===== src/rtl/cache_arbiter.sv =====
// rtl/cache_arbiter.sv - round-robin arbiter sharing one physical-memory port between I-cache and D-cache
// One transaction at a time; grant, address, write data and command are registered at grant.
module cache_arbiter #(
  parameter bit D_FIRST = 1'b1
) (
  input  logic         clk,
  input  logic         rst_n,
  input  logic         i_pmem_read,
  input  logic [15:0]  i_pmem_address,
  output logic [127:0] i_pmem_rdata,
  output logic         i_pmem_resp,
  input  logic         d_pmem_read,
  input  logic         d_pmem_write,
  input  logic [15:0]  d_pmem_address,
  input  logic [127:0] d_pmem_wdata,
  output logic [127:0] d_pmem_rdata,
  output logic         d_pmem_resp,
  output logic         pmem_read,
  output logic         pmem_write,
  output logic [15:0]  pmem_address,
  output logic [127:0] pmem_wdata,
  input  logic [127:0] pmem_rdata,
  input  logic         pmem_resp
);

  typedef enum logic [1:0] {
    IDLE    = 2'd0,
    SERVE_I = 2'd1,
    SERVE_D = 2'd2
  } state_t;

  state_t         r_state;
  logic           r_last_d;
  logic           r_read;
  logic           r_write;
  logic [15:0]    r_addr;
  logic [127:0]   r_wdata;

  logic           w_i_req;
  logic           w_d_req;
  logic           w_grant_d;

  assign w_i_req   = i_pmem_read;
  assign w_d_req   = d_pmem_read | d_pmem_write;
  // D wins when alone, or on contention when I was granted last.
  assign w_grant_d = w_d_req & (~w_i_req | ~r_last_d);

  always_ff @(posedge clk or negedge rst_n) begin
    if (!rst_n) begin
      r_state  <= IDLE;
      r_last_d <= ~D_FIRST;
      r_read   <= 1'b0;
      r_write  <= 1'b0;
      r_addr   <= 16'h0000;
      r_wdata  <= 128'd0;
    end else begin
      case (r_state)
        IDLE: begin
          if (w_grant_d) begin
            r_state  <= SERVE_D;
            r_last_d <= 1'b1;
            r_addr   <= {d_pmem_address[15:4], 4'h0};
            r_wdata  <= d_pmem_wdata;
            r_write  <= d_pmem_write;
            r_read   <= ~d_pmem_write;
          end else if (w_i_req) begin
            r_state  <= SERVE_I;
            r_last_d <= 1'b0;
            r_addr   <= {i_pmem_address[15:4], 4'h0};
            r_write  <= 1'b0;
            r_read   <= 1'b1;
          end
        end
        SERVE_I, SERVE_D: begin
          if (pmem_resp) begin
            r_state <= IDLE;
            r_read  <= 1'b0;
            r_write <= 1'b0;
          end
        end
        default: begin
          r_state <= IDLE;
          r_read  <= 1'b0;
          r_write <= 1'b0;
        end
      endcase
    end
  end

  assign pmem_read    = r_read;
  assign pmem_write   = r_write;
  assign pmem_address = r_addr;
  assign pmem_wdata   = r_wdata;

  assign i_pmem_rdata = pmem_rdata;
  assign d_pmem_rdata = pmem_rdata;
  assign i_pmem_resp  = (r_state == SERVE_I) & pmem_resp;
  assign d_pmem_resp  = (r_state == SERVE_D) & pmem_resp;

endmodule


===== config.mk =====
export PLATFORM = sky130hd
export DESIGN_NAME = cache_arbiter
export DESIGN_NICKNAME = d
export VERILOG_FILES = /design/src/rtl/cache_arbiter.sv
export SDC_FILE = /design/constraint.sdc
export NUM_CORES = 1
export LEC_CHECK = 0
export CORE_AREA = 4 4 266 268
export CTS_CLUSTER_DIAMETER = 100
export DETAILED_ROUTE_END_ITERATION = 10
export DIE_AREA = 0 0 270 272
export PLACE_DENSITY = 0.4
export SETUP_SLACK_MARGIN = 0.1
export SLEW_MARGIN = 30
export SYNTH_ARGS = -nofsm -noshare
export SYNTH_HDL_FRONTEND = slang
export SYNTH_SLANG_ARGS = --single-unit

===== constraint.sdc =====
create_clock -name clk -period 1.68 [get_ports clk]
set_input_delay 0.252 -clock clk [delete_from_list [all_inputs] [get_ports clk]]
set_output_delay 0.252 -clock clk [all_outputs]
set_load 0.01 [all_outputs]

==> summary.txt <==
Global routing
  – Largest net degree at the start of global routing: 35
  – Initial antenna violation count: 1
  – Congestion Overflow GR: 0
  – Gr usage total: 6.812%
  – Vias in the first global route: 5172
  – Global-route wire length before repair: 36.10 mm

Min path
  – Hold Path Class: in -> async

Timing
  – Slew Viols, Final: 0
  – Clock skew: 0.008990 ns
  – Final hold vios: 0
  – FMAX: 0.6131 GHz
  – Period utilization: 97.08%
  – # setup viols final: 0
  – RSZ-0062 raised after global routing: yes
  – Setup TNS: 0 ns
  – Post-layout min period: 1.631 ns

Run status
  – Outcome: finished clean

Pwr
  – Lkg Pwr: 4.848 nW
  – Cell area power density: 1854 nW/um^2
  – Internal Power: 13.48 mW
  – Peak supply drop: 0.6284 mV
  – Combinational Power Share: 48.6%
  – Clock network power share: 20.5%
  – Switching share of power: 33.58%
  – Sequential power share: 30.9%
  – NetSw: 6.816 mW
  – Overall power: 20.30 mW

Synth
  – Synth warn: 0
  – Number of synthesized flops with an enable pin: 0
  – Yosys top cell by area: dfrtp_1
  – Leading post-synthesis cells by cell area: dfrtp_1 (46%), buf_4 (25%), mux2_4 (18%), mux2_2 (4.2%), mux2i_1 (1.6%)
  – Most common cell in the netlist: buf_4
  – Mapped Cells: 612
  – Area of the mapped netlist: 7955 um^2
  – Seq cells post-synth: 145
  – Post-synth top area share: 45.61%
  – Async set or reset register ratio after synthesis: 100.0%
  – Dominant synthesized flop cell: dfrtp_1
  – Distinct cells, synth: 20
  – Sequential area share after synthesis: 45.61%
  – Top cells by count, synth: buf_4 (260), dfrtp_1 (145), mux2_4 (98)
  – Synth Area per Inst: 13.00 um^2

Critical path
  – CP most frequent cell: buf_6
  – Crit path depth: 4
  – Worst r2r dst: pmem_wdata[6]$_DFFE_PN0P_
  – Crit Path Max Fanout: 2
  – Crit-path leading delay family: flip-flops
  – Startpoint Class: flip-flop
  – Reg2Reg Depth: 6
  – Critical Path Sink: i_pmem_resp
  – Crit. Startpoint: r_state[0]$_DFFE_PN0P_
  – Setup CP Type: reg -> out
  – Worst r2r src: r_state[1]$_DFFE_PN0P_
  – Largest stage delay, worst path: 0.40 ns
  – Critical Path RT: 1.43 ns
  – CP arrival: 1.38 ns
  – CP endpoint kind: output port
  – R2R Setup Slk: 0.14 ns
  – Buf/Inv on CP: 2
  – Slowest stage cell, crit path: dfrtp_1
  – CP cell instances: buf_6 > ha_4 > and2_4 > buf_6

Die
  – Die Height: 272 um
  – Starting Density: 11.64%
  – # IOs: 698
  – Total core area: 68350 um^2
  – Die area: 73440 um^2
  – Die width: 270 um
  – # rows: 96

Cells and area
  – Area Overhead vs Synth: 37.64%
  – Final net count: 991
  – Post-Layout Inst Area: 10950 um^2
  – Fillers: 7539
  – Diode count: 0
  – Layout cells sized above 1: 29.46%

Clock network
  – CTS clk-pin slew, worst paths: 0.07 ns
  – CTS H-tree lvls: 4
  – Clock buffer depth: 2
  – Sinks on Clock Net: 145
  – Post-CTS setup-driven buffer insertion count: 0
  – TritonCTS clock tree: done
  – Clk_lat worst skew: 0.47 ns
  – CTS root buf: clkbuf_16
  – Num CTS Buffers: 17

Drt
  – DRT Pass-1 Iters: 4
  – # DRC: 0
  – Via count: 4447
  – Wire per inst: 15.87 um
  – Number of DRC markers in iteration 0: 68
  – Routed Antenna Nets: 0
  – Via density: 2.800
  – Routed WL: 25.20 mm

Placement
  – Placer Congestion: 0.7118
  – Port-buffer cells: 301
  – DP HPWL: 19.08 mm
  – Post-DP Area: 10400 um^2

Run
  – Total of max-cap violations: 0
## kinds of logic after synthesis
kind of cell / share of synthesized area [%]
simple gates: 1.101
other cells: 0.04714
fa+ha+maj: 0.4719
buf+inv: 26.69
flops: 45.61
compound gates: 1.699
mux: 24.38
## how the worst min path moves through the flow
| stage | to | slack [ns] | cells past startpoint |
|---|---|---|---|
| 2_1_floorplan | pmem_address[10]$_DFFE_PN0P_ | -0.04 | 0 |
| 3_3_place_gp | pmem_wdata[4]$_DFFE_PN0P_ | 0.20 | 1 |
| 3_5_place_dp | pmem_wdata[4]$_DFFE_PN0P_ | 0.21 | 1 |
| 4_1_cts | pmem_wdata[4]$_DFFE_PN0P_ | 0.22 | 2 |
| 5_1_grt | pmem_wdata[4]$_DFFE_PN0P_ | 0.25 | 2 |
| 6_report | pmem_wdata[3]$_DFFE_PN0P_ | 0.26 | 2 |
## stage by stage
stage | std cells | util (%) | worst slack, ns | hold slack (ns)
4_1_cts | 1586 | 15.89 | -0.1125 | 0.2170
6_report | 1588 | 16.02 | 0.04898 | 0.2646
3_3_place_gp | 1554 | 15.22 | -0.2304 | 0.1961
2_1_floorplan | 615 | - | 0.1883 | -0.04359
5_1_grt | 1588 | 16.02 | -0.04522 | 0.2481
3_5_place_dp | 1554 | 15.22 | -0.2259 | 0.2092
## registers in the layout, indices dropped and copies added (netlist names)
| register | flops |
|---|---|
| pmem_address | 12 |
| r_last_d | 1 |
| pmem_wdata | 128 |
| pmem_read | 1 |
| r_state | 2 |
| pmem_write | 1 |
## cell usage in the layout (no fill, tap or decap), types with 2 or more instances in the layout
master	synthesis	routed
buf_4	260	19
clkinv_4	0	3
clkinvlp_4	0	2
o2bb2ai_1	4	3
mux2i_1	13	13
dlygate4sd2_1	0	142
clkinv_2	0	2
conb_1	1	4
inv_2	0	2
bufinv_16	0	3
nand2_1	17	16
buf_16	0	2
ha_4	0	2
clkdlybuf4s50_1	0	156
inv_6	0	3
buf_12	0	10
clkbuf_16	0	19
and2_4	0	2
o21ai_0	12	12
inv_1	4	2
buf_6	11	5
dfrtp_1	145	145
mux2_2	30	29
mux2_4	98	99
## area by class of cell
type                    instances  area (um^2)  share of cell area, %
flip-flops and latches        145         3628                  33.14
clock buffers                  17        425.4                  3.885
well taps                     882         1104                  10.08
repair buffers                337         3319                  30.32
clock inverters                14        178.9                  1.634
multi-input cells             189         2278                  20.81
inverters                       4        15.01                 0.1371
## layer usage
metal	track usage, %	vias up	wire length, um
met5	0	-	10
met4	4.342	2	1285
met3	4.951	96	3406
met2	10.74	339	11830
met1	6.320	2096	8662
li1	-	1914	-
## what timing repair did
action / CTS / global route
hold buffers: 1 / 0
pin swaps: 0 / 2
cloned: 0 / 2
setup endpoints to repair: 176 / 48
resized for setup: 157 / 9
endpoints found under the hold margin: 44 / 0
## power by group through the flow
| stage | logic, mW | clock network [mW] | registers (mW) |
|---|---|---|---|
| after floorplan | 5.15 | 0 | 7.10 |
| after global placement | 11.0 | 0 | 6.39 |
| after detailed placement | 11.0 | 0 | 6.36 |
| final | 9.86 | 4.16 | 6.27 |
| after global routing | 10.6 | 4.56 | 6.53 |
| after CTS | 9.88 | 4.49 | 6.30 |
(Power assumes the default switching activity.)
==> RTL edit: new RTL, same settings <==
Register the input `d_pmem_address` before use, without a reset. The logic sees it one clock later. The other inputs are not delayed to match.
--- a/src/rtl/cache_arbiter.sv
+++ b/src/rtl/cache_arbiter.sv
@@ -29,6 +29,12 @@
     SERVE_D = 2'd2
   } state_t;
 
+  logic [15:0] d_pmem_address_q;
+
+  always_ff @(posedge clk) begin
+    d_pmem_address_q <= d_pmem_address;
+  end
+
   state_t         r_state;
   logic           r_last_d;
   logic           r_read;
@@ -59,7 +65,7 @@
           if (w_grant_d) begin
             r_state  <= SERVE_D;
             r_last_d <= 1'b1;
-            r_addr   <= {d_pmem_address[15:4], 4'h0};
+            r_addr   <= {d_pmem_address_q[15:4], 4'h0};
             r_wdata  <= d_pmem_wdata;
             r_write  <= d_pmem_write;
             r_read   <= ~d_pmem_write;
Formal check against the unedited RTL: not equivalent (Yosys sat finds a counterexample within 4 cycles, from zero or initial values and one cycle with rst_n low).
==> RTL edit against the unedited design <==
- area after synthesis grew 3.0%
- sequential cell count grew 12
- power grew 3.8%
- critical path depth is the same
- global-route usage grew 1.8 points
- final cell count grew 0.57%
- routed wire length grew 28%
- worst setup slack gained 0.016 ns
- first-iteration DRC count grew 53%
- design area grew 2.4%
==> RTL edit: results (changes against the unedited design) <==
| Metric | Value |
|---|---|
| WL per Instance | 20.2 um (was 15.9 um) |
| Skew-Pair Late Insertion Delay | 0.45 ns (was 0.47 ns) |
| Reg2Reg Depth | 7 (was 6) |
| Dpl cell area | 0.0105 sq mm (was 0.0104 sq mm) |
| Critical path data arrival time | 1.36 ns (was 1.38 ns) |
| Status | finished, final reports clean (unchanged) |
| GPL Wtd Cong | 0.690 (was 0.712) |
| Register-to-register setup slack | 0.11 ns (was 0.14 ns) |
| Total wire length | 32,200 um (was 25,200 um) |
| Synth cell types | 21 (was 20) |
| Post-synthesis sequential area ratio | 47.2% (was 45.6%) |
| Cell total after placement | 1,553 (was 1,554) |
| Number of global-route vias before repair | 5,202 (was 5,172) |
| Metal-1 WL | 11,000 um (was 8660 um) |
| VDD IR max | 0.987 mV (was 0.628 mV) |
| First-pass GRT wire length | 43,800 um (was 36,100 um) |
| Share of cells above drive strength 1 | 28.8% (was 29.5%) |
| Fin nets | 999 (was 991) |
| Detailed-route via count | 4,595 (was 4,447) |
| Iter 0 DRT Violations | 104 (was 68) |
| Syn Area/Cell | 13.1 sq um (was 13.0 sq um) |
| GR Util met1 | 8.41% (was 6.32%) |
| Dpl hpwl | 25,600 um (was 19,100 um) |
| Reg2reg end | pmem_wdata[69] (was pmem_wdata[6]) |
| Adder-cell share of the synthesized area | 0.458% (was 0.472%) |
==> RTL edit: critical path: stages (launching register included) <==
cell and delay (ns):
dfrtp_1 0.40, buf_6 0.13, ha_4 0.14, and2_4 0.13, buf_6 0.11
==> RTL edit: area by class of cell <==
type | instances | area (sq um)
clock buffer | 18 | 429
clock inverter | 14 | 174
fill | 7521 | 57100
inverter | 4 | 15.0
multi-input combinational | 189 | 2290
sequential | 157 | 3870
tap | 882 | 1100
timing repair buffer | 333 | 3340
==> RTL edit: timing repair <==
item                       4_1_cts  5_1_grt
hold endpoints to repair        84        0
setup endpoints to repair      192      110
pin swaps                        2        1
setup buffers                    8        1
hold buffers                     1        0
resized for setup              173       18
cloned                           3        1
==> RTL edit: where the power goes <==
group          internal (W)  switching [W]
combinational       0.00598        0.00434
sequential          0.00562        0.00102
clock               0.00225        0.00185
